===== src/rtl/sprite_pkg.sv =====
// Shared types for the sprite line scheduler.
//   state_t : scheduler FSM states
//   slot_t  : one sprite slot {en, x, y, h}
//   SPR_CW / SPR_NSPR : default coordinate width and slot count
package sprite_pkg;
  localparam int SPR_CW   = 10;
  localparam int SPR_NSPR = 8;

  typedef enum logic [1:0] {IDLE, SCAN, ISSUE, WAIT} state_t;

  typedef struct packed {
    logic              en;
    logic [SPR_CW-1:0] x;
    logic [SPR_CW-1:0] y;
    logic [SPR_CW-1:0] h;
  } slot_t;
endpackage


===== src/rtl/sprite_slot_table.sv =====
// Sprite slot register file with one write port and one combinational
// read port that evaluates the vertical hit test for a given line.
//   clk, rst_n     : clock, synchronous active-low reset (clears all slots)
//   we, widx, wslot: slot write
//   ridx, line     : slot to test and line number to test against
//   hit, x, row    : hit flag, slot x, row within sprite (line - y)
module sprite_slot_table
  import sprite_pkg::*;
#(
  parameter int NSPR = SPR_NSPR,
  parameter int CW   = SPR_CW
) (
  input  logic                    clk,
  input  logic                    rst_n,
  input  logic                    we,
  input  logic [$clog2(NSPR)-1:0] widx,
  input  slot_t                   wslot,
  input  logic [$clog2(NSPR)-1:0] ridx,
  input  logic [CW-1:0]           line,
  output logic                    hit,
  output logic [CW-1:0]           x,
  output logic [CW-1:0]           row
);
  slot_t slots [NSPR];
  slot_t cur;
  logic [CW:0] bottom;

  always_ff @(posedge clk) begin
    if (!rst_n) begin
      for (int i = 0; i < NSPR; i++) slots[i] <= '0;
    end else if (we) begin
      slots[widx] <= wslot;
    end
  end

  assign cur    = slots[ridx];
  // One extra bit so a sprite near the bottom of the coordinate range
  // cannot wrap around and hit small line numbers. h=0 gives an empty span.
  assign bottom = {1'b0, cur.y} + {1'b0, cur.h};
  assign hit    = cur.en && (line >= cur.y) && ({1'b0, line} < bottom);
  assign x      = cur.x;
  assign row    = line - cur.y;
endmodule


===== src/rtl/sprite_line_scheduler.sv =====
// Per-scanline sprite scheduler. On line_start it scans all slots in index
// order and issues covering sprites to the draw engine one at a time.
//   line_start/sy        : line strobe and line number
//   cfg_*                : slot table write port
//   req_valid/ready/id/x/row : request to engine; eng_done ends a request
//   busy                 : not idle
//   line_overflow        : one-cycle pulse per hit dropped over MAX_PER_LINE
//   overrun/overrun_clr  : sticky flag for line_start while busy, and clear
module sprite_line_scheduler
  import sprite_pkg::*;
#(
  parameter int NSPR         = SPR_NSPR,
  parameter int MAX_PER_LINE = 4,
  parameter int CW           = SPR_CW
) (
  input  logic                    clk,
  input  logic                    rst_n,
  input  logic                    line_start,
  input  logic [CW-1:0]           sy,
  input  logic                    cfg_we,
  input  logic [$clog2(NSPR)-1:0] cfg_idx,
  input  logic                    cfg_en,
  input  logic [CW-1:0]           cfg_x,
  input  logic [CW-1:0]           cfg_y,
  input  logic [CW-1:0]           cfg_h,
  output logic                    req_valid,
  input  logic                    req_ready,
  output logic [$clog2(NSPR)-1:0] req_id,
  output logic [CW-1:0]           req_x,
  output logic [CW-1:0]           req_row,
  input  logic                    eng_done,
  output logic                    busy,
  output logic                    line_overflow,
  output logic                    overrun,
  input  logic                    overrun_clr
);
  localparam int IW   = $clog2(NSPR);
  localparam int CNTW = $clog2(MAX_PER_LINE + 1);

  state_t          state, state_nxt;
  logic [IW-1:0]   idx, idx_nxt;
  logic [CNTW-1:0] cnt, cnt_nxt;
  logic [CW-1:0]   sy_lat, sy_nxt;
  logic            capture, ovf_nxt, ovr_nxt, last;
  logic            hit;
  logic [CW-1:0]   hit_x, hit_row;
  slot_t           wslot;

  assign wslot = '{en: cfg_en, x: cfg_x, y: cfg_y, h: cfg_h};

  sprite_slot_table #(.NSPR(NSPR), .CW(CW)) u_table (
    .clk   (clk),
    .rst_n (rst_n),
    .we    (cfg_we),
    .widx  (cfg_idx),
    .wslot (wslot),
    .ridx  (idx),
    .line  (sy_lat),
    .hit   (hit),
    .x     (hit_x),
    .row   (hit_row)
  );

  assign last = (idx == IW'(NSPR - 1));

  always_comb begin
    state_nxt = state;
    idx_nxt   = idx;
    cnt_nxt   = cnt;
    sy_nxt    = sy_lat;
    capture   = 1'b0;
    ovf_nxt   = 1'b0;
    ovr_nxt   = overrun_clr ? 1'b0 : overrun;
    if (line_start) begin
      // A new line always restarts the scan; arriving mid-line aborts the
      // current one and any outstanding engine done is simply not waited for.
      if (state != IDLE) ovr_nxt = 1'b1;
      state_nxt = SCAN;
      idx_nxt   = '0;
      cnt_nxt   = '0;
      sy_nxt    = sy;
    end else begin
      case (state)
        SCAN: begin
          if (hit && (cnt < CNTW'(MAX_PER_LINE))) begin
            capture   = 1'b1;
            state_nxt = ISSUE;
          end else begin
            ovf_nxt = hit;
            if (last) state_nxt = IDLE;
            else      idx_nxt   = idx + 1'b1;
          end
        end
        ISSUE: begin
          if (req_ready) begin
            state_nxt = WAIT;
            cnt_nxt   = cnt + 1'b1;
          end
        end
        WAIT: begin
          if (eng_done) begin
            if (last) state_nxt = IDLE;
            else begin
              state_nxt = SCAN;
              idx_nxt   = idx + 1'b1;
            end
          end
        end
        default: ;
      endcase
    end
  end

  always_ff @(posedge clk) begin
    if (!rst_n) begin
      state         <= IDLE;
      idx           <= '0;
      cnt           <= '0;
      sy_lat        <= '0;
      req_id        <= '0;
      req_x         <= '0;
      req_row       <= '0;
      line_overflow <= 1'b0;
      overrun       <= 1'b0;
    end else begin
      state         <= state_nxt;
      idx           <= idx_nxt;
      cnt           <= cnt_nxt;
      sy_lat        <= sy_nxt;
      line_overflow <= ovf_nxt;
      overrun       <= ovr_nxt;
      // Request fields are snapshotted so later cfg writes cannot disturb them.
      if (capture) begin
        req_id  <= idx;
        req_x   <= hit_x;
        req_row <= hit_row;
      end
    end
  end

  assign req_valid = (state == ISSUE);
  assign busy      = (state != IDLE);
endmodule

===== config.mk =====
export PLATFORM = sky130hd
export DESIGN_NAME = sprite_line_scheduler
export DESIGN_NICKNAME = d
export VERILOG_FILES = /design/src/rtl/sprite_pkg.sv /design/src/rtl/sprite_slot_table.sv /design/src/rtl/sprite_line_scheduler.sv
export SDC_FILE = /design/constraint.sdc
export NUM_CORES = 1
export LEC_CHECK = 0
export ABC_AREA = 1
export CORE_MARGIN = 2
export CORE_UTILIZATION = 50
export DETAILED_ROUTE_END_ITERATION = 10
export GPL_ROUTABILITY_DRIVEN = 1
export GPL_TIMING_DRIVEN = 0
export PLACE_DENSITY = 0.69
export RECOVER_POWER = 100
export SETUP_SLACK_MARGIN = 0.1
export SYNTH_ARGS = -nofsm -noshare
export SYNTH_HDL_FRONTEND = slang
export SYNTH_SLANG_ARGS = --single-unit

===== constraint.sdc =====
create_clock -name clk -period 5.2 [get_ports clk]
set_input_delay 0.78 -clock clk [delete_from_list [all_inputs] [get_ports clk]]
set_output_delay 0.78 -clock clk [all_outputs]
set_load 0.05 [all_outputs]

Word level (Yosys, flattened, before mapping)
Memory sizes are Yosys's and may differ from the RTL's. A register that Yosys moved wholly into a read port is not among the register bits. Cells that the tools add are included.

Bits in registers: 43. Bits in writable memories: 248. Input port bits: 51. Output and inout bits: 27. Logic and storage cells: 71. Memories: 1.

Add/sub/neg operators: 4. Order comparisons: 3. Equal/unequal tests: 11. Multiplexer cells: 26. Bitwise gates (word level): 2. Reductions and logical operators: 14.

Memories: u_table.slots (depth 8, bits a word 31, rd ports 1, clocked after Yosys merged registers in 1, wr ports 8, RTL line sprite_slot_table.sv:24) `slot_t slots [NSPR];`.

Operator list (count): 31-bit two-way mux (1); 31-bit OR reduction (1); 3-bit two-way mux (6); 1-bit two-way mux (13); 10-bit by 10-bit adder with 11-bit output (1); 10-bit by 11-bit < comparator with 1-bit output (1); 10-bit >= comparator (1); 10-bit subtractor (1); 2-bit two-way mux (4); 4-bit AND reduction (2); 3-bit by 1-bit adder with 3-bit output, second input constant (2); 3-bit != test, second input constant (2); 2-bit case mux with 3 select lines (1); 3-bit case mux with 2 select lines (1); 2-bit equality test, second input constant (2); 2-bit != test, second input constant (2); 4-bit != test, second input constant (1); 2-bit nonzero test (2); 4-bit nonzero test (1); 4-bit OR reduction (1); 3-bit equality test, second input constant (1); 1-bit logical AND (3); 3-bit < comparator, second input constant (1); 3-bit by 2-bit != test with 1-bit output, second input constant (1); other kinds (7) (8).

Logic depth before layout (Yosys ltp)
Depth in word-level cells: 8. Mapped depth: 32. Depth with buffers taken out: 28.

Cells and area by module
From an unflattened synthesis, not the netlist that was laid out.

Cells, all modules: 1453. Area total of the unflattened synthesis: 14024.7 µm².

Modules (own cells, without submodules): sprite_slot_table (times used 1, cells each 1221, area an instance 12235.5 µm², seq. area each 7447.1 µm²); sprite_line_scheduler (times used 1, cells each 232, area an instance 1789.2 µm², seq. area each 860.8 µm²).

Least setup slack after synthesis
OpenSTA, ideal clock, no wires.

Kind: register to register. From: reg with a tool-made name. To: reg req_id[0]. Data arrival time: 3.746 ns. Data required time: 5.068 ns. Slack: 1.322 ns. Stages on the path, launching flop included: 32. Clock period less this slack: 3.878 ns. Cells stage by stage: dfxtp_1 buf_2 buf_2 clkbuf_1 buf_2 nor2_1 nor2_1 o21ai_0 a31oi_1 ha_1 nand3_1 nand3_1 a21oi_1 nor2_1 nor2_1 xor2_1 ha_1 nand2_1 inv_1 a21oi_1 nand2_1 nand2_1 nand2_1 nand2_1 nand2_1 nand2_2 nand3_4 nor2_8 nand2_2 buf_6 nand2_1 a21oi_1.

RTL lines: end signal, assigned (RTL line sprite_line_scheduler.sv:134) `req_id <= idx;`; end, declared (RTL line sprite_line_scheduler.sv:28) `output logic [$clog2(NSPR)-1:0] req_id,`.

==> out/qor.yml <==
global_route:
  grt_pass1_vias: 10300
  grt_usage: 0.254
  grt-busiest-layer: "met2"
  grt_overflow: 0
  grt_pass1_wl_um: 56100
  met2_usage: 0.412
  grt_start_max_net_pins: 32
  use_met3: 0.0441
  use_met1: 0.346
  grt_antenna_before_repair: 2
placed_design:
  routabilityCongestion: 0.917
  placed_area_um2: 14900
  numPlacedInstances: 1845
  numPortBuffers: 77
  post-dp-hpwl_um: 24700
sta:
  setup_violations: 0
  whs_ns: 0.454
  rsz0062_at_grt: "false"
  period_share: 0.898
  relSlewSlack: -0.105
  worstMarginPinSlew_ns: 1.65
  final-hold-violation-count: 0
  fin_crit_ns: 4.67
  setup_tns_ns: 0
  slew_viol_final: 224
  max_clock_freq_ghz: 0.214
  skew_ns: 0.0175
clock_network:
  clockBufferDepth: 3
  cts.sinks: 294
  cts-htree-levels: 2
  cts_tree: "built"
  cts_buffers: 34
  clk_latency_ns: 0.51
  clk_pin_slew_ns: 0.05
  cts_root_buf: "clkbuf_16"
synth:
  synthesis.nets: 1511
  syn_area_per_cell_um2: 9.57
  synth_warnings: 0
  synth_area_leaders: "edfxtp_1 55%, nor2_1 12%, dfxtp_1 6.7%, o21ai_0 4.7%, nand2_1 4.4%"
  syn_area_um2: 13700
  yosysSeqAreaShare: 0.612
  synthCells: 1427
  synth_top_cell_by_area: "edfxtp_1"
  synthTopCellsByCount: "426 x nor2_1, 248 x edfxtp_1, 160 x nand2_1, 127 x o21ai_0, 82 x inv_1"
  ys_ff_latch: 294
  synth_top_area_frac: 0.545
  yosysMostFrequentCell: "nor2_1"
  synth-edff-count: 248
  synthArstFlopShare: 0
  ys_types: 37
  synth-main-ff-cell: "edfxtp_1"
cells_and_area:
  ff_latch_area_um2: 8370
  instances_no_fill: 1906
  drive_above_1_share: 0.0588
  finish.utilization: 0.594
  fillers: 2269
  final_net_count: 1624
  fin_area_um2: 16000
  area_delta_synth_final_pct: 16.9
  multiInputGateArea_um2: 4650
worst_setup_path:
  slowest_delay_ns: 0.32
  cp_max_fo: 10
  startpoint_type: "register"
  slowest_stage: "ha_1"
  crit_type: "reg -> reg"
  cp-end-kind: "register"
  cpMostUsedCell: "nand2_1"
  cp.required_ns: 5.56
  cp.arrival_ns: 5.03
die:
  die_h_um: 169
  die_w_um: 169
  dieArea_um2: 28700
  start_util: 0.508
  core-area_um2: 26900
  fp-row-count: 60
  boundaryPins: 78
power:
  p_leak_uw: 0.00635
  vdd_drop_max_v: 0.000225
  p_per_area_nw_per_um2: 349
detailed_routing:
  wl_um: 36100
  ant_nets: 0
  first_iter_violations: 1293
  wl_per_cell_um: 18.9
  drc: 0
  via_count: 10700
  dr.pass1.iters: 5
  via_per_inst: 5.63
flow_run:
  cap_violations: 7
hold_path:
  min_path_type: "reg -> reg"
run_status:
  violations: "max-capacitance violations, max-slew violations"
  status: "finished, violations left"
## worst paths after layout
kind | endpoint | startpoint | cells past startpoint | slack (ns)
hold reg to reg | req_row[1] | req_row[1] | 2 | 0.45
hold / removal | req_row[1] | req_row[1] | 2 | 0.45
setup reg to reg | req_x[5] | register | 32 | 0.53
setup / recovery | req_x[5] | register | 32 | 0.53
## kinds of logic after synthesis
kind of cell,synth area share
multiplexers,0.000824
buffers and inverters,0.0511
adder cells (fa/ha/maj),0.0313
flip-flops,0.612
AO/OA/AOI/OAI,0.108
AND/OR/NAND/NOR,0.186
XOR/XNOR,0.0109
## final cells by class
type,count,area share
clock inverters,14,0.00596
clock buffers,46,0.0574
inverters,89,0.0209
multi-input cells,961,0.291
well taps,341,0.0267
diodes,1,0.000157
flip-flops and latches,294,0.524
plain buffers,83,0.0252
repair buffers,77,0.0483
## flip-flops by register name, indices dropped and copies added, names as in the netlist, named ones only
register,cells
overrun,1
line_overflow,1
idx,3
state,2
req_row,10
req_x,10
u_table.slots,248
sy_lat,10
req_id,3
cnt,3
## worst max-delay path, delay by kind of cell, from the launching register on
kind                     cells  cell delay [ns]
buffers and inverters        8             1.26
XOR/XNOR                     1             0.17
AND/OR/NAND/NOR             17             1.52
AO/OA/AOI/OAI                4             0.70
adder cells (fa/ha/maj)      2             0.58
flip-flops                   1             0.30
## layer usage
metal	part of all wire	up-vias
met5	0.00033	-
met4	0.027	2
met3	0.086	67
met2	0.47	486
met1	0.41	5110
li1	-	5072
## power breakdown
part           internal (uW)  total [uW]  switching [uW]
Combinational            216         655             438
Sequential              2690        2730            38.2
Clock                   1290        2190             902
Total                   4190        5570            1380
## cells in the final DEF, fill, tap and decap left out, drive strengths merged, types with 2 or more instances in the layout
cell and count:
a211oi 3, a21oi 60, a31oi 12, a32o 10, buf 14, clkbuf 115
clkdlybuf4s50 48, clkinv 13, clkinvlp 2, dfxtp 46, dlygate4sd3 29, edfxtp 248
fa 2, ha 31, inv 87, nand2 162, nand3 44, nand3b 3
nand4 4, nor2 427, nor3 2, o21ai 136, o21bai 3, o22ai 39
xnor2 4, xor2 13
## repair_timing
item | CTS | global route
setup buffers | 0 | 0
resized for setup | 0 | 44
setup endpoints to repair | 0 | 31
hold buffers | 0 | 0
## stage by stage
stage          power (uW)  worst slack [ns]
6_report             5570             0.533
5_1_grt              5780            0.0956
4_1_cts              5590             0.183
3_5_place_dp         3420             0.202
3_3_place_gp         3400             0.312
2_1_floorplan        3190              1.32
No activity file was read; power rests on OpenSTA's default activity.
